File: src/rtl/tail_light_pkg.sv
// Shared types and defaults for the tail-light control slice.
// Turn stalk FSM state encoding and helper for counter sizing.
package tail_light_pkg;

    localparam int DEB_CYCLES_DEFAULT    = 4;
    localparam int MAX_ON_CYCLES_DEFAULT = 1000;

    typedef enum logic [1:0] {
        IDLE    = 2'd0,
        LEFT    = 2'd1,
        RIGHT   = 2'd2,
        LOCKOUT = 2'd3
    } turn_state_e;

    // Width for a counter that must hold 0..n-1; never narrower than one bit.
    function automatic int cnt_width(input int n);
        return (n > 1) ? $clog2(n) : 1;
    endfunction

endpackage

File: src/rtl/sw_debounce.sv
// Two-flop synchronizer followed by a stable-count debouncer for one bouncy contact.
// The output only moves after DEB_CYCLES consecutive synchronized samples disagree with it.
module sw_debounce
    import tail_light_pkg::*;
#(
    parameter int DEB_CYCLES = DEB_CYCLES_DEFAULT
) (
    input  logic clk,
    input  logic rst,
    input  logic raw,
    output logic deb
);

    localparam int             CW   = cnt_width(DEB_CYCLES);
    localparam logic [CW-1:0]  LAST = CW'(DEB_CYCLES - 1);

    logic          sync1;
    logic          sync2;
    logic [CW-1:0] cnt;

    // Any sample matching the current debounced value restarts the qualification window.
    always_ff @(posedge clk) begin
        if (rst) begin
            sync1 <= 1'b0;
            sync2 <= 1'b0;
            cnt   <= '0;
            deb   <= 1'b0;
        end else begin
            sync1 <= raw;
            sync2 <= sync1;
            if (sync2 == deb) begin
                cnt <= '0;
            end else if (cnt == LAST) begin
                deb <= sync2;
                cnt <= '0;
            end else begin
                cnt <= cnt + 1'b1;
            end
        end
    end

endmodule

File: src/rtl/turn_stalk_ctrl.sv
// Turn-signal stalk controller: debounces the levers and hazard button, runs the
// turn FSM with steering-return and timeout cancel, and registers lt/rt/haz.
module turn_stalk_ctrl
    import tail_light_pkg::*;
#(
    parameter int DEB_CYCLES    = DEB_CYCLES_DEFAULT,
    parameter int MAX_ON_CYCLES = MAX_ON_CYCLES_DEFAULT
) (
    input  logic clk,
    input  logic rst,
    input  logic lever_l,
    input  logic lever_r,
    input  logic haz_btn,
    input  logic steer_ret,
    output logic lt,
    output logic rt,
    output logic haz
);

    localparam int            OW      = cnt_width(MAX_ON_CYCLES);
    localparam logic [OW-1:0] ON_LAST = OW'(MAX_ON_CYCLES - 1);

    logic        deb_l;
    logic        deb_r;
    logic        deb_h;
    logic        deb_h_prev;
    logic        haz_state;
    logic        haz_rise;
    logic        steer_s1;
    logic        steer_s2;
    logic        steer_prev;
    logic        steer_rise;
    logic        entering;
    logic [OW-1:0] on_cnt;
    turn_state_e state;
    turn_state_e next_state;

    sw_debounce #(.DEB_CYCLES(DEB_CYCLES)) u_deb_l (
        .clk (clk),
        .rst (rst),
        .raw (lever_l),
        .deb (deb_l)
    );

    sw_debounce #(.DEB_CYCLES(DEB_CYCLES)) u_deb_r (
        .clk (clk),
        .rst (rst),
        .raw (lever_r),
        .deb (deb_r)
    );

    sw_debounce #(.DEB_CYCLES(DEB_CYCLES)) u_deb_h (
        .clk (clk),
        .rst (rst),
        .raw (haz_btn),
        .deb (deb_h)
    );

    // Steering return is a clean level, so it is only synchronized and edge-detected.
    always_ff @(posedge clk) begin
        if (rst) begin
            steer_s1   <= 1'b0;
            steer_s2   <= 1'b0;
            steer_prev <= 1'b0;
        end else begin
            steer_s1   <= steer_ret;
            steer_s2   <= steer_s1;
            steer_prev <= steer_s2;
        end
    end

    assign steer_rise = steer_s2 & ~steer_prev;
    assign haz_rise   = deb_h & ~deb_h_prev;

    always_ff @(posedge clk) begin
        if (rst) begin
            deb_h_prev <= 1'b0;
            haz_state  <= 1'b0;
        end else begin
            deb_h_prev <= deb_h;
            if (haz_rise) begin
                haz_state <= ~haz_state;
            end
        end
    end

    always_ff @(posedge clk) begin
        if (rst) begin
            state <= IDLE;
        end else begin
            state <= next_state;
        end
    end

    // Cancel causes in LEFT/RIGHT are checked in priority order, own lever first.
    always_comb begin
        next_state = state;
        case (state)
            IDLE: begin
                if (deb_l && !deb_r) begin
                    next_state = LEFT;
                end else if (deb_r && !deb_l) begin
                    next_state = RIGHT;
                end
            end
            LEFT: begin
                if (!deb_l) begin
                    next_state = IDLE;
                end else if (deb_r) begin
                    next_state = IDLE;
                end else if (steer_rise) begin
                    next_state = LOCKOUT;
                end else if (on_cnt == ON_LAST) begin
                    next_state = LOCKOUT;
                end
            end
            RIGHT: begin
                if (!deb_r) begin
                    next_state = IDLE;
                end else if (deb_l) begin
                    next_state = IDLE;
                end else if (steer_rise) begin
                    next_state = LOCKOUT;
                end else if (on_cnt == ON_LAST) begin
                    next_state = LOCKOUT;
                end
            end
            LOCKOUT: begin
                if (!deb_l && !deb_r) begin
                    next_state = IDLE;
                end
            end
            default: begin
                next_state = IDLE;
            end
        endcase
    end

    assign entering = ((next_state == LEFT) || (next_state == RIGHT)) && (next_state != state);

    always_ff @(posedge clk) begin
        if (rst) begin
            on_cnt <= '0;
        end else if (entering) begin
            on_cnt <= '0;
        end else if (((state == LEFT) || (state == RIGHT)) && (on_cnt != ON_LAST)) begin
            on_cnt <= on_cnt + 1'b1;
        end
    end

    // The FSM keeps running under hazard; only the turn outputs are masked.
    always_ff @(posedge clk) begin
        if (rst) begin
            lt  <= 1'b0;
            rt  <= 1'b0;
            haz <= 1'b0;
        end else begin
            lt  <= (state == LEFT)  && !haz_state;
            rt  <= (state == RIGHT) && !haz_state;
            haz <= haz_state;
        end
    end

endmodule

File: config.mk
export PLATFORM = sky130hd
export DESIGN_NAME = turn_stalk_ctrl
export DESIGN_NICKNAME = d
export VERILOG_FILES = /design/src/rtl/tail_light_pkg.sv /design/src/rtl/sw_debounce.sv /design/src/rtl/turn_stalk_ctrl.sv
export SDC_FILE = /design/constraint.sdc
export NUM_CORES = 1
export LEC_CHECK = 0
export CAP_MARGIN = 5
export CORE_UTILIZATION = 45
export CTS_CLUSTER_SIZE = 20
export DETAILED_ROUTE_END_ITERATION = 16
export GPL_TIMING_DRIVEN = 0
export PLACE_DENSITY = 0.66
export SYNTH_ARGS = -nofsm -noshare
export SYNTH_HDL_FRONTEND = slang
export SYNTH_HIERARCHICAL = 1
export SYNTH_SLANG_ARGS = --single-unit
File: constraint.sdc
create_clock -name clk -period 2.1 [get_ports clk]
set_input_delay 0.63 -clock clk [delete_from_list [all_inputs] [get_ports clk]]
set_output_delay 0.63 -clock clk [all_outputs]
set_load 0.05 [all_outputs]
After elaboration in Yosys (flattened, before gate mapping) --
Index checks and enable logic that the tools add are counted.
Operators by class: add/subtract/negate cells 4, equality and inequality tests 14, mux-type cells 10, bitwise logic cells 8, reduce and logical (&&, ||, !) cells 20
Operators with widths (number):
- $mux 2 | 9
- $eq 2x2->1 const B | 6
- $add 10x1->10 const B | 1
- $eq 10x10->1 const B | 1
- $ne 10x10->1 const B | 1
- $reduce_or 3->1 | 3
- $pmux 2 s4 | 1
- $logic_and 1x1->1 | 7
- $add 2x1->2 const B | 3
- $not 1->1 | 6
- $reduce_and 2->1 | 3
- $eq 2x1->1 const B | 2
- $eq 1x1->1 | 3
- $logic_not 1->1 | 3
- $and 1x1->1 | 2
- $logic_not 2->1 | 1
- $logic_or 1x1->1 | 2
- $ne 2x2->1 | 1
- $reduce_or 2->1 | 1
Storage, ports and cells: bits in registers 35, bits of input ports 6, output and inout port bits 3, logic and storage cells 78

Longest topological paths before layout --
depth after elaboration 10, gate-level depth with buffers 9, mapped depth without buffers 7

Modules after synthesis --
Netlist, hierarchy kept.
Modules (own cells, without submodules):
- turn_stalk_ctrl | instances 1, cells an instance 102, area an instance 978.4 um^2, sequential area each 400.4 um^2
- sw_debounce | instances 3, cells an instance 13, area an instance 168.9 um^2, sequential area each 100.1 um^2

Least setup slack after synthesis --
Ideal clock, no wire load.
kind register to register, from register state[1], to register on_cnt[0], library setup time 0.070 ns, arrival 1.921 ns, required time 2.030 ns, setup slack 0.109 ns, cell stages (with the launch flop) 9, path buffers 2, period minus slack after synthesis 1.991 ns, cell sequence dfxtp_1 inv_1 ha_1 clkbuf_2 a311oi_1 a211oi_2 a221o_1 buf_6 a21oi_1
Between the ends: word-level cells in the longest chain between the ends 9, elaborated cells between the ends (all ways) 22, those cells by class 6 x eq/ne; 10 x mux; 6 x reduce/logical
RTL lines:
- from (decl) | RTL line turn_stalk_ctrl.sv:35 | turn_state_e state;
- from (signal assigned) | RTL line turn_stalk_ctrl.sv:91 | state <= next_state;
- $mux 2 | RTL line turn_stalk_ctrl.sv:113, turn_stalk_ctrl.sv:124
- $mux 2 | RTL line turn_stalk_ctrl.sv:111 | end else if (steer_rise) begin
- $mux 2, on equally long branches | RTL line turn_stalk_ctrl.sv:120, turn_stalk_ctrl.sv:109
- $mux 2, on equally long branches | RTL line turn_stalk_ctrl.sv:118, turn_stalk_ctrl.sv:107
- $pmux 2 s4 | RTL line turn_stalk_ctrl.sv:98 | case (state)
- $eq 2x1->1 / $eq 2x2->1 (equally long branches) | RTL line turn_stalk_ctrl.sv:139 | assign entering = ((next_state == LEFT) || (next_state == RIGHT)) && (next_state != state);
- $logic_or 1x1->1 | RTL line turn_stalk_ctrl.sv:139
- $logic_and 1x1->1 | RTL line turn_stalk_ctrl.sv:139
- $reduce_or 2->1 (no line)
- to (signal assigned) | RTL line turn_stalk_ctrl.sv:147 | on_cnt <= on_cnt + 1'b1;
- to (decl) | RTL line turn_stalk_ctrl.sv:34 | logic [OW-1:0] on_cnt;
Parallel ways exist; a longest one is shown, timed or not. A chain may end at the register's enable or synchronous reset.

Final worst setup path --
from register state[1], to register on_cnt[4]
The elaborated chain is that of the path after synthesis.

==> results list <==
- The synthesized netlist occupies a cell area of 1485 um^2.
- 0 antenna diodes ended up in the layout.
* Net count after synthesis: between 150 and 200
- Via count of the first global-routing pass: 937
* Fin. Hold Viols: 0
* Critical path startpoint category: register
- Worst setup EP type: register
- For this run, design rule violations remaining after detail routing come to 0.
- In this run the power density over the cells is 608.9 nW/um^2.
- Core footprint: between 3000 and 4000 um^2
- Routed len/inst: 12.26 um
- After technology mapping, the gate count stands at 141.
- Yosys top cell area share: approximately 47%
* Buffers on Ports: 8
- In the global route stage, overall resource usage came out at 16.24%.
- Routed met3 length: 87 um
- Max Fanout on Critical Path: 10
- Clock tree root driver cell: sky130_fd_sc_hd__clkbuf_4
* Via count of the routed design: between 1000 and 1500
* Area growth syn-to-layout: 18.28%
- Initial antenna violation count: 0
- First-pass iteration count of the detailed router: 4
- Top layer in use: met4
- Clock-pin slew on the worst setup and hold paths: approximately 0.10 ns
- The die covers about 3500 um^2.
* Wire length of the first global-routing pass: approximately 4.1 mm
- Entering global routing, the biggest net connects 17 pins.
- In the layout the commonest cells are sky130_fd_sc_hd__dfxtp_1 (33), sky130_fd_sc_hd__nor2b_1 (13), sky130_fd_sc_hd__a21oi_1 (9).
- The min-delay analysis places its worst path in the category register to register.
- Via density: about 5
* Post-detail-place hpwl: 1.645 mm
- After detailed routing, the wire length on met1 is approximately 1.2 mm.
* # setup viols final: 0
- Worst Max-Slew Pin Slew: 0.5777 ns
* Max-slew headroom at the worst pin: roughly 61%
- For this run, asynchronously set or reset flops after synthesis account for 0%.
- Counting every sink on the clock net gives 35.
* Global route overflow: 0
* Count of maximum capacitance violations: 0
- For this block, the routed nets add up to 2.489 mm of wire.
- Post-CTS Hold Fix Bufs: 0
- The net count of the finished layout is 172.
* Yosys warning count: 6
- Average size of a mapped cell: approximately 11 um^2
* Worst setup path class: register to register
* Clock Latency Late Sink: between 0.3 and 0.4 ns
- Part of the Yosys area used for sequential elements: ~47%
- Synthesis instantiated 34 different standard cells from the library.
- Measured in cells, the most critical reg-to-reg path has a length of 8.
- The design draws 1.070 mW.
- Starting Density: 47.86%
- TritonCTS clock tree: yes
* Cell taking the most area after synthesis: sky130_fd_sc_hd__dfxtp_1
- For the final routed database, the setup TNS stands at 0 ns.
- Derived from the worst setup path, the maximum achievable clock frequency is between 400 and 500 MHz.
- STA puts the critical path data required time at approximately 2.4 ns.
* Most frequent standard cell in the layout excluding fill and tap cells: sky130_fd_sc_hd__dfxtp_1
- In this run the vertical extent of the chip is ~59 um.
- Cells with a size suffix above 1 make up 19.50% of the layout.
- Final RePlAce weighted congestion: around 0.85
* # rows: 20
- Synth top area cells: sky130_fd_sc_hd__dfxtp_1 (47%), sky130_fd_sc_hd__ha_1 (6.7%), sky130_fd_sc_hd__nor2b_1 (5.9%)
* Arrival time reported for the critical path endpoint: 2.31 ns
- Along the worst hold path, the cell count comes to 1.
* IR Drop Worst-Case VDD: between 0.3 and 0.4 mV
* Leak Pwr: 0.6581 nW
* Routed wl met2: approximately 1.1 mm
- The flow ran to the end, and the final reports show no timing, DRC or antenna violations.
* Fraction of the cycle the final worst path needs: between 90% and 100%
- Hold timing on the final database bottoms out at a slack of approximately 0.44 ns.
- The count of nets left with antenna violations once routing finished came out at 0.
- In this run, synthesis inferred 0 flip-flops with an integrated enable.
- Pin placement for this block handled 9 I/O pins.
- In this run the number of H-tree levels came out at 2.
* Fin. max-slew vios: 0
- Register bit count reported by yosys: 35
- Iteration-0 DRC count of the detailed router: 40
- Final worst clock skew: around 0.0062 ns
- Main flop type after synthesis: sky130_fd_sc_hd__dfxtp_1
- In this run the deepest clock path goes through 2 buffers.
* Tmin final: 2.031 ns
- The die is 59.45 um wide.
* CTS Buf Count: 5
[cell usage after synthesis, types with 2 or more instances]
library cell and count:
sky130_fd_sc_hd__nor4b_2 3, sky130_fd_sc_hd__nor2_1 7, sky130_fd_sc_hd__mux2i_1 4, sky130_fd_sc_hd__dfxtp_1 35
sky130_fd_sc_hd__nor2b_1 14, sky130_fd_sc_hd__nand3_1 4, sky130_fd_sc_hd__nor3b_1 2, sky130_fd_sc_hd__nand2_1 7
sky130_fd_sc_hd__inv_1 5, sky130_fd_sc_hd__ha_1 8, sky130_fd_sc_hd__xor2_1 7, sky130_fd_sc_hd__a21oi_1 11
sky130_fd_sc_hd__and3_1 5, sky130_fd_sc_hd__nor4_1 3, sky130_fd_sc_hd__xnor2_1 7
[final timing paths]
path                               endpoint                      start  slack [ns]
setup reg to reg     on_cnt[4]$_SDFFE_PP0P_        state[1]$_SDFF_PP0_        0.07
hold reg to reg   u_deb_l/cnt[0]$_SDFF_PP0_  u_deb_l/cnt[0]$_SDFF_PP0_        0.44
hold / removal    u_deb_l/cnt[0]$_SDFF_PP0_  u_deb_l/cnt[0]$_SDFF_PP0_        0.44
setup / recovery     on_cnt[4]$_SDFFE_PP0P_        state[1]$_SDFF_PP0_        0.07
[stage by stage]
| step | std cells | utilization (%) | cell area, um^2 | worst slack (ns) |
|---|---|---|---|---|
| 2_1_floorplan | 141 | - | 1485 | 0.1095 |
| 3_3_place_gp | 193 | 52.22 | 1620 | -0.2406 |
| 3_5_place_dp | 193 | 52.22 | 1620 | -0.2956 |
| 4_1_cts | 201 | 54.64 | 1695 | 0.001004 |
| 5_1_grt | 203 | 56.61 | 1757 | -0.004538 |
| 6_report | 203 | 56.61 | 1757 | 0.06865 |
[metal layers]
metal	track usage, %	vias up
met3	7.205	7
li1	-	527
met5	0	-
met4	8.503	0
met1	19.81	473
met2	23.92	13
[logic make-up (layout without fill, tap and decap cells)]
group           after synthesis  after routing  synth area share, %
fa+ha+maj                     8              8                6.740
buf+inv                       8             26                2.695
xor+xnor                     14             14                8.256
compound gates               20             20                10.87
simple gates                 52             52                21.57
flops                        35             35                47.18
mux                           4              4                2.696
[what timing repair did]
item	4_1_cts	5_1_grt
resized for setup	9	9
endpoints found under the setup margin	13	10
pin swaps	0	4
setup buffers	0	3
[worst max-delay path: stages, from the launching register on]
cell,delay [ns]
sky130_fd_sc_hd__dfxtp_4,0.38
sky130_fd_sc_hd__inv_1,0.08
sky130_fd_sc_hd__ha_1,0.19
sky130_fd_sc_hd__and3b_2,0.23
sky130_fd_sc_hd__a2111oi_4,0.38
sky130_fd_sc_hd__a211oi_4,0.08
sky130_fd_sc_hd__a221o_1,0.33
sky130_fd_sc_hd__buf_6,0.15
sky130_fd_sc_hd__a21oi_1,0.14
[sequential cells by signal (all words and copies together), names as in the netlist, 2 cells and up]
name,flops
u_deb_l/cnt,2
on_cnt,10
u_deb_r/cnt,2
u_deb_h/cnt,2
state,2
[final cells by class]
type | count | area [um^2]
Fill cell | 296 | 1346
Multi-Input combinational cell | 98 | 805.8
Sequential cell | 35 | 708.2
Timing Repair Buffer | 11 | 98.84
Tap cell | 44 | 55.05
Clock buffer | 6 | 41.29
Inverter | 5 | 18.77
Buffer | 2 | 16.27
Clock inverter | 2 | 12.51
[power breakdown]
part	switching, mW	total (mW)	internal [mW]
Clock	0.230	0.359	0.129
Sequential	0.00345	0.674	0.670
Combinational	0.0177	0.0374	0.0197
Total	0.251	1.07	0.819
Note: power is estimated with default switching activity, not from simulation.
